### src/rtl/dac_feed_ctrl.sv
// dac_feed_ctrl: sample-rate scheduler and pop-free mute controller feeding the delta-sigma DAC
// Ports:
//   clk, reset         system clock, asynchronous active-high reset
//   s_data/s_valid     excess-2^(N-1) samples from the mixer
//   s_ready            FIFO can accept (not full and not flushing)
//   enable             1 = play, 0 = ramp to midscale and mute
//   flush              synchronous FIFO clear
//   dac_in             registered DAC input word
//   sample_tick        one-cycle pulse per sample period
//   state              0=MUTED, 1=RUN, 2=RAMP
//   fifo_level         current FIFO occupancy
//   underflow          one-cycle pulse on an empty pop in RUN
//   underflow_count    saturating underflow count
module dac_feed_ctrl #(
    parameter int N          = 8,
    parameter int DIV        = 256,
    parameter int FIFO_DEPTH = 4,
    parameter int RAMP_STEP  = 16
) (
    input  logic                          clk,
    input  logic                          reset,
    input  logic [N-1:0]                  s_data,
    input  logic                          s_valid,
    output logic                          s_ready,
    input  logic                          enable,
    input  logic                          flush,
    output logic [N-1:0]                  dac_in,
    output logic                          sample_tick,
    output logic [1:0]                    state,
    output logic [$clog2(FIFO_DEPTH):0]   fifo_level,
    output logic                          underflow,
    output logic [7:0]                    underflow_count
);
    localparam int AW = $clog2(FIFO_DEPTH);
    localparam int CW = $clog2(DIV);
    localparam logic [N-1:0] MID = {1'b1, {(N-1){1'b0}}};

    typedef enum logic [1:0] {MUTED = 2'd0, RUN = 2'd1, RAMP = 2'd2} state_t;

    state_t         r_state, w_state_nxt;
    logic [CW-1:0]  r_cnt;
    logic [N-1:0]   r_mem [FIFO_DEPTH];
    logic [AW-1:0]  r_wptr, r_rptr;
    logic [AW:0]    r_level;
    logic [N-1:0]   r_dac, w_dac_nxt, w_ramp;
    logic [N:0]     w_up, w_dn;
    logic [7:0]     r_ufc;
    logic           r_uf, w_uf, w_tick, w_full, w_push, w_pop, w_pop_req;

    assign w_tick  = r_cnt == CW'(DIV - 1);
    assign w_full  = r_level == (AW+1)'(FIFO_DEPTH);
    assign s_ready = !w_full && !flush;
    assign w_push  = s_valid && s_ready;
    // flush wins over any FSM pop in the same cycle
    assign w_pop   = w_pop_req && !flush;

    // one ramp step toward midscale in N+1 bits, clamped so it never crosses midscale
    assign w_up   = {1'b0, r_dac} + (N+1)'(RAMP_STEP);
    assign w_dn   = {1'b0, r_dac} - (N+1)'(RAMP_STEP);
    assign w_ramp = (r_dac < MID) ? ((w_up >= {1'b0, MID}) ? MID : w_up[N-1:0])
                                  : ((w_dn <= {1'b0, MID}) ? MID : w_dn[N-1:0]);

    always_comb begin
        w_state_nxt = r_state;
        w_dac_nxt   = r_dac;
        w_pop_req   = 1'b0;
        w_uf        = 1'b0;
        if (w_tick) begin
            case (r_state)
                MUTED: if (enable && r_level >= (AW+1)'(FIFO_DEPTH / 2)) begin
                    w_pop_req   = 1'b1;
                    w_dac_nxt   = r_mem[r_rptr];
                    w_state_nxt = RUN;
                end
                RUN: if (!enable) begin
                    w_dac_nxt   = w_ramp;
                    w_state_nxt = (w_ramp == MID) ? MUTED : RAMP;
                end else if (r_level != '0) begin
                    w_pop_req = 1'b1;
                    w_dac_nxt = r_mem[r_rptr];
                end else begin
                    w_uf = 1'b1;
                end
                RAMP: begin
                    w_dac_nxt   = w_ramp;
                    w_state_nxt = (w_ramp == MID) ? MUTED : RAMP;
                end
                default: w_state_nxt = MUTED;
            endcase
        end
    end

    always_ff @(posedge clk or posedge reset) begin
        if (reset) begin
            r_cnt   <= '0;
            r_state <= MUTED;
            r_dac   <= MID;
            r_uf    <= 1'b0;
            r_ufc   <= '0;
            r_wptr  <= '0;
            r_rptr  <= '0;
            r_level <= '0;
        end else begin
            r_cnt   <= w_tick ? '0 : r_cnt + CW'(1);
            r_state <= w_state_nxt;
            r_dac   <= w_dac_nxt;
            r_uf    <= w_uf;
            if (w_uf && r_ufc != 8'hFF)
                r_ufc <= r_ufc + 8'd1;
            if (flush) begin
                r_wptr  <= '0;
                r_rptr  <= '0;
                r_level <= '0;
            end else begin
                if (w_push)
                    r_wptr <= r_wptr + AW'(1);
                if (w_pop)
                    r_rptr <= r_rptr + AW'(1);
                r_level <= r_level + (AW+1)'(w_push) - (AW+1)'(w_pop);
            end
        end
    end

    always_ff @(posedge clk) begin
        if (w_push)
            r_mem[r_wptr] <= s_data;
    end

    assign dac_in          = r_dac;
    assign sample_tick     = w_tick;
    assign state           = r_state;
    assign fifo_level      = r_level;
    assign underflow       = r_uf;
    assign underflow_count = r_ufc;
endmodule

### config.mk
export PLATFORM = sky130hd
export DESIGN_NAME = dac_feed_ctrl
export DESIGN_NICKNAME = d
export VERILOG_FILES = /design/src/rtl/dac_feed_ctrl.sv
export SDC_FILE = /design/constraint.sdc
export NUM_CORES = 1
export LEC_CHECK = 0
export CAP_MARGIN = 10
export CORE_MARGIN = 3
export CORE_UTILIZATION = 50
export DETAILED_ROUTE_END_ITERATION = 12
export HOLD_SLACK_MARGIN = 0.05
export PLACE_DENSITY = 0.72
export SETUP_SLACK_MARGIN = 0.4
export SLEW_MARGIN = 40
export SYNTH_ARGS = -nofsm -noshare
export SYNTH_HDL_FRONTEND = slang
export SYNTH_SLANG_ARGS = --single-unit
### constraint.sdc
create_clock -name clk -period 3 [get_ports clk]
set_input_delay 0.3 -clock clk [delete_from_list [all_inputs] [get_ports clk]]
set_output_delay 0.3 -clock clk [all_outputs]
set_load 0.02 [all_outputs]
Word-level counts from Yosys, hierarchy flattened
Memory sizes are Yosys's and may differ from the RTL's.
Index checks and enable logic that the tools add are counted.
{ "totals": {"ff_bits": 34, "ram_bits": 32, "output_inout_bits": 24, "memories": 1} }
{ "classes": {"addsub": 8, "order_cmp": 4, "eq_ne": 9, "n_mux": 28, "n_reduce_logical": 14} }
{ "mem_list": {"columns": ["name", "depth", "word_bits", "read_ports", "rd_clocked_by_memory_dff", "write_ports", "line", "text"], "rows": [
  ["r_mem", 4, 8, 1, 0, 1, "42", "logic [N-1:0] r_mem [FIFO_DEPTH];"]
]} }
{ "ops": {"columns": ["op", "n"], "rows": [
  ["$mux 8", 7],
  ["$pmux 8 s3", 1],
  ["$add 8x1->8 const B", 2],
  ["$eq 8x8->1 const B", 2],
  ["$mux 2", 7],
  ["$mux 1", 10],
  ["$add 8x5->9 const B", 1],
  ["$ge 9x8->1 const B", 1],
  ["$le 9x8->1 const B", 1],
  ["$sub 8x5->9 const B", 1],
  ["$lt 8x8->1 const B", 1],
  ["$ne 8x8->1 const B", 1],
  ["$pmux 2 s3", 1],
  ["$reduce_bool 3->1", 2],
  ["$logic_and 1x1->1", 5],
  ["$add 2x1->2 const B", 2],
  ["$ne 2x2->1 const B", 2],
  ["$reduce_and 4->1", 1],
  ["$reduce_bool 2->1", 2],
  ["$add 3x1->3", 1],
  ["$eq 3x3->1 const B", 1],
  ["$ge 3x2->1 const B", 1],
  ["$mux 3", 1],
  ["$ne 3x3->1 const B", 1],
  ["other kinds (7)", 8]
]} }

Depth between registers and ports, before layout
{ "depth": {"ltp_word": 8, "depth_mapped": 13, "mapped_depth_nobuf": 13} }

Least setup slack after synthesis
Ideal clock, no wire load.
{ "synth_path": {"path_kind": "flip-flop to flip-flop", "start": "reg r_cnt[0]", "end": "reg r_level[2], in the netlist fifo_level[2]", "t_arrival_ns": 2.783, "path_slack_ns": 0.086, "stages_incl_launch_ff": 13, "path_cell_list": "dfrtp_1 > ha_1 > nand4_1 > nor2_1 > a21boi_1 > nor2b_1 > ha_1 > inv_1 > ha_1 > inv_1 > fa_1 > xnor2_1 > nor2_1"} }
{ "synth_via": {"elab_chain_cells": 5} }
{ "synth_rtl": {"columns": ["element", "line", "text"], "rows": [
  ["start, declared", "41", "logic [CW-1:0] r_cnt;"],
  ["start signal, assigned", "104", "r_cnt <= w_tick ? '0 : r_cnt + CW'(1);"],
  ["$eq 8x8->1", "50", "assign w_tick = r_cnt == CW'(DIV - 1);"],
  ["named net sample_tick", "28", "output logic sample_tick,"],
  ["$mux 1", "68", "if (w_tick) begin"],
  ["$logic_and 1x1->1", "55", "assign w_pop = w_pop_req && !flush;"],
  ["$sub 3x1->3", "119", "r_level <= r_level + (AW+1)'(w_push) - (AW+1)'(w_pop);"],
  ["$mux 3", "110", "if (flush) begin"],
  ["end signal, assigned", "119", null],
  ["end, declared", "44", "logic [AW:0] r_level;"]
]} }
The timed path passes the listed nets, and every way through them passes these cells.
A chain may end at the register's enable or synchronous reset.

Final worst setup path
{ "layout_path": {"start": "reg r_level[2], in the netlist fifo_level[2]", "end": "reg r_level[2], in the netlist fifo_level[2]"} }
{ "layout_via": {"elab_chain_cells": 8, "word_cells_on_any_way": 16, "cone_classes": "2 x add/sub; 1 x order compare; 1 x eq/ne; 6 x mux; 6 x reduce/logical"} }
{ "layout_rtl": {"columns": ["element", "line", "text"], "rows": [
  ["$ge 3x2->1 / $reduce_bool 3->1 (equally long branches)", "70, 78", null],
  ["$logic_and 1x1->1 / $mux 1 (equally long branches)", "70, 78", null],
  ["$mux 1 (on tied branches)", "70, 75", null],
  ["$pmux 1 s2", "69", "case (r_state)"],
  ["$mux 1", "68", null],
  ["$logic_and 1x1->1", "55", null],
  ["$sub 3x1->3 (*)", "119", null],
  ["$mux 3 (*)", "110", null]
]} }
Mark *: on every way between the ends. The rest lies on a longest branch, timed or not.

==> results.toml <==
[logic_synthesis]
post_synth_instance_area_um2 = 3280
post_synth_net_total = 288
synth_largest_type_area_fraction_pct = 29.3
yosysSeqAreaShare_pct = 55.2
synthesis.yosys.warnings = 0
async_set_reset_flop_share_out_of_synthesis_pct = 51.5
synth.ff_latch_count = 66
yosysTopAreaCell = "edfxtp_1"
synth-edff-count = 32
syn_inst = 259
top_cells_by_area_in_the_synthesized_netlist = "edfxtp_1 (29%), dfrtp_1 (25%), ha_1 (5.7%)"
synth_top_flop_cell = "dfrtp_1"
synth_area_per_cell_um2 = 12.7
synth.distinct_cells = 55

[cts]
cts_inserted_buffers = 9
tritoncts = "built"
clock_slew_seen_by_the_registers_of_the_worst_setup_and_hold_paths_ns = 0.07
cts_setup_buffers = 0
cts-root-buf = "clkbuf_8"
clockBufferDepth = 2
cts-htree-levels = 3
clock_latency_ns = 0.35
numClockSinks = 66
count_of_hold_buffers_inserted_by_post_cts_repair = 0

[route]
drt_iter0_drc = 136
drt_pre_antenna_iters = 4
drc = 0
drt-wirelength-per-cell_um = 16.7
drtAntennaViolNets = 0
route.detailed.vias_per_inst = 5.71
via_count = 2176
totalWireLength_mm = 6.35

[global_routing]
first_global_vias = 2208
grt_util_met2_pct = 29.7
grt_start_max_net_pins = 35
gr-usage-met1_pct = 24.5
grt_remaining_overflow = 0
antenna_found_initial = 0
grt_first_pass_wirelength_mm = 10.7
top_usage_layer = "met2"
track_usage_pct = 18.7
groute.layer.met3.usage_pct = 3.60

[critical_path]
crit_path_max_fanout = 6
timing.critical_path.from = "fifo_level[2]"
worstSetupPathType = "reg -> reg"
arrival_ns = 2.65
rr_worst_depth = 11
critical_path.startpoint_type = "flip-flop"
worstSetupEndpointType = "flip-flop"
cp_data_required_time_ns = 3.24
worst-r2r-setup-slack_ns = 0.59
r2r_end = "fifo_level[2]"
r2r-start = "fifo_level[2]"

[die]
dieHeight_um = 87.0
rows = 28
io-pin-count = 37
initial_core_util_pct = 53.6
design.die.area_um2 = 7570
design.core.area_um2 = 6130
die-width_um = 87.0

[timing]
final_layout_setup_total_negative_slack_ns = 0
maxSlewHeadroom_pct = 58.7
finalHoldWorstSlack_ns = 0.349
final_setup_margin_ns = 0.589
fmax_mhz = 415
setup_viol = 0
hold_viol = 0
fin_crit_ns = 2.41
timing_worst_slew_pin_value_ns = 0.619
rsz0062_at_grt = "false"
final_skew_ns = 0.00579
final-max-slew-violation-count = 0
period_share_pct = 80.4

[power]
p_per_area_nw_per_um2 = 478
seq_power_share_pct = 52.2
power_switching_share_pct = 23.8
net-switching-power_mw = 0.455
power.clock.fraction_pct = 40.8
power_mw = 1.91
max-vdd-ir-drop_mv = 0.345
power_leakage_nw = 1.56
comb_power_share_pct = 7.0
cell_internal_pwr_mw = 1.46

[layout]
final_nets = 330
diodes = 0
final_core_utilization_pct = 65.3
layout-area-overhead-vs-synth_pct = 22.0
layout-drive-gt1-share_pct = 18.3
fillerInstances = 458
multi_input_logic_area_um2 = 1400
area.sequential_um2 = 1820

[flow_run]
cap_viol_max_count = 0

[outcome]
outcome = "finished clean"

[placement]
port-buffer-count = 36
globalplace.congestion = 0.785
place_ws_ns = 0.192
detailed_place_hpwl_mm = 4.43

[min_path]
holdCritPathClass = "in -> async"
per-layer routing:
metal | part of all wire, % | up-vias | routed length [µm]
li1 | - | 1049 | -
met1 | 45 | 1054 | 2830
met2 | 49 | 62 | 3120
met3 | 4.6 | 11 | 290
met4 | 1.8 | 0 | 116
met5 | 0 | - | 0
kinds of logic after synthesis:
family	count (synthesis)	synth area share (%)
muxes	12	6.82
and+or+nand+nor	73	14.2
adders and majority gates	16	6.33
xor gates and xnor gates	14	3.73
buffers and inverters	32	3.89
AOI/OAI and AO/OA	46	9.83
DFF	66	55.2
synthesized netlist by cell type, types with 2 or more instances:
cell	instances
a21oi_1	10
a311oi_1	3
a31oi_1	6
and2_1	4
and3_1	7
and4_1	2
buf_1	2
clkbuf_1	8
dfrtp_1	33
edfxtp_1	32
ha_1	15
inv_1	20
mux2_2	2
mux4_2	8
nand2_1	11
nand2b_1	2
nand3_1	6
nand3b_1	3
nand4_1	7
nor2_1	11
nor2b_1	6
nor4_1	2
nor4_2	2
o211ai_1	10
o21ai_0	5
xnor2_1	5
xor2_1	9
stage by stage:
step,area [µm²],cells
detailed placement,3740,365
finish,4010,381
CTS,3960,381
global route,4010,381
floorplan,3290,259
global placement,3740,365
power groups by stage:
stage	Clock [mW]	Sequential, mW	Combinational (mW)
4_1_cts	0.810	0.999	0.133
3_3_place_gp	0	1.02	0.129
2_1_floorplan	0	1.01	0.0798
3_5_place_dp	0	1.02	0.132
6_report	0.782	0.999	0.133
5_1_grt	0.848	1.00	0.150
worst max path at each step:
stage	to	slack [ns]	cells past startpoint
after floorplan	fifo_level[2]	0.41	12
after global placement	fifo_level[2]	0.24	13
after detailed placement	fifo_level[2]	0.19	13
after CTS	fifo_level[2]	0.45	13
after global routing	fifo_level[2]	0.41	11
final	fifo_level[2]	0.59	11
what timing repair did:
action	4_1_cts	5_1_grt
gates resized for setup	0	14
setup endpoints to repair	0	2
endpoints found under the hold margin	0	0
state kept, by name, summed over array words and instances, names as in the netlist:
register         count
r_mem               32
dac_in               8
r_cnt                8
underflow_count      8
fifo_level           3
r_rptr               2
r_wptr               2
state                2
underflow            1
cells in the final DEF, fill, tap and decap left out, types with 3 or more instances in the layout:
cell / instances
o21ai_0: 4
ha_1: 11
nand3_1: 6
o211ai_1: 10
a21oi_1: 10
and3_1: 7
mux4_2: 8
a31oi_1: 6
buf_4: 6
dfrtp_2: 3
nor2_1: 10
clkdlybuf4s50_1: 36
nand4_1: 7
and2_1: 4
clkinv_4: 3
inv_1: 19
dfrtp_1: 30
edfxtp_1: 32
xnor2_1: 5
clkbuf_8: 10
xor2_1: 9
nor2b_1: 4
nand2_1: 11
nand3b_1: 3
critical path: stages, from the launching register on:
cell and delay [ns]:
dfrtp_2 0.45, or3_4 0.42, nand2_1 0.13, a21boi_2 0.07, nor2b_2 0.15, ha_1 0.28, inv_1 0.05, ha_1 0.13
inv_1 0.05, fa_1 0.37, xnor2_1 0.16, nor2_1 0.05
cell type report:
cell class                 instances  area share [%]
sequential                        66            45.4
multi-input combinational        161            34.9
timing repair buffer              42            10.1
clock buffer                      10            3.44
tap                               75            2.34
inverter                          21            1.97
clock inverter                     6            1.84
Note: power is estimated with default switching activity, not from simulation.
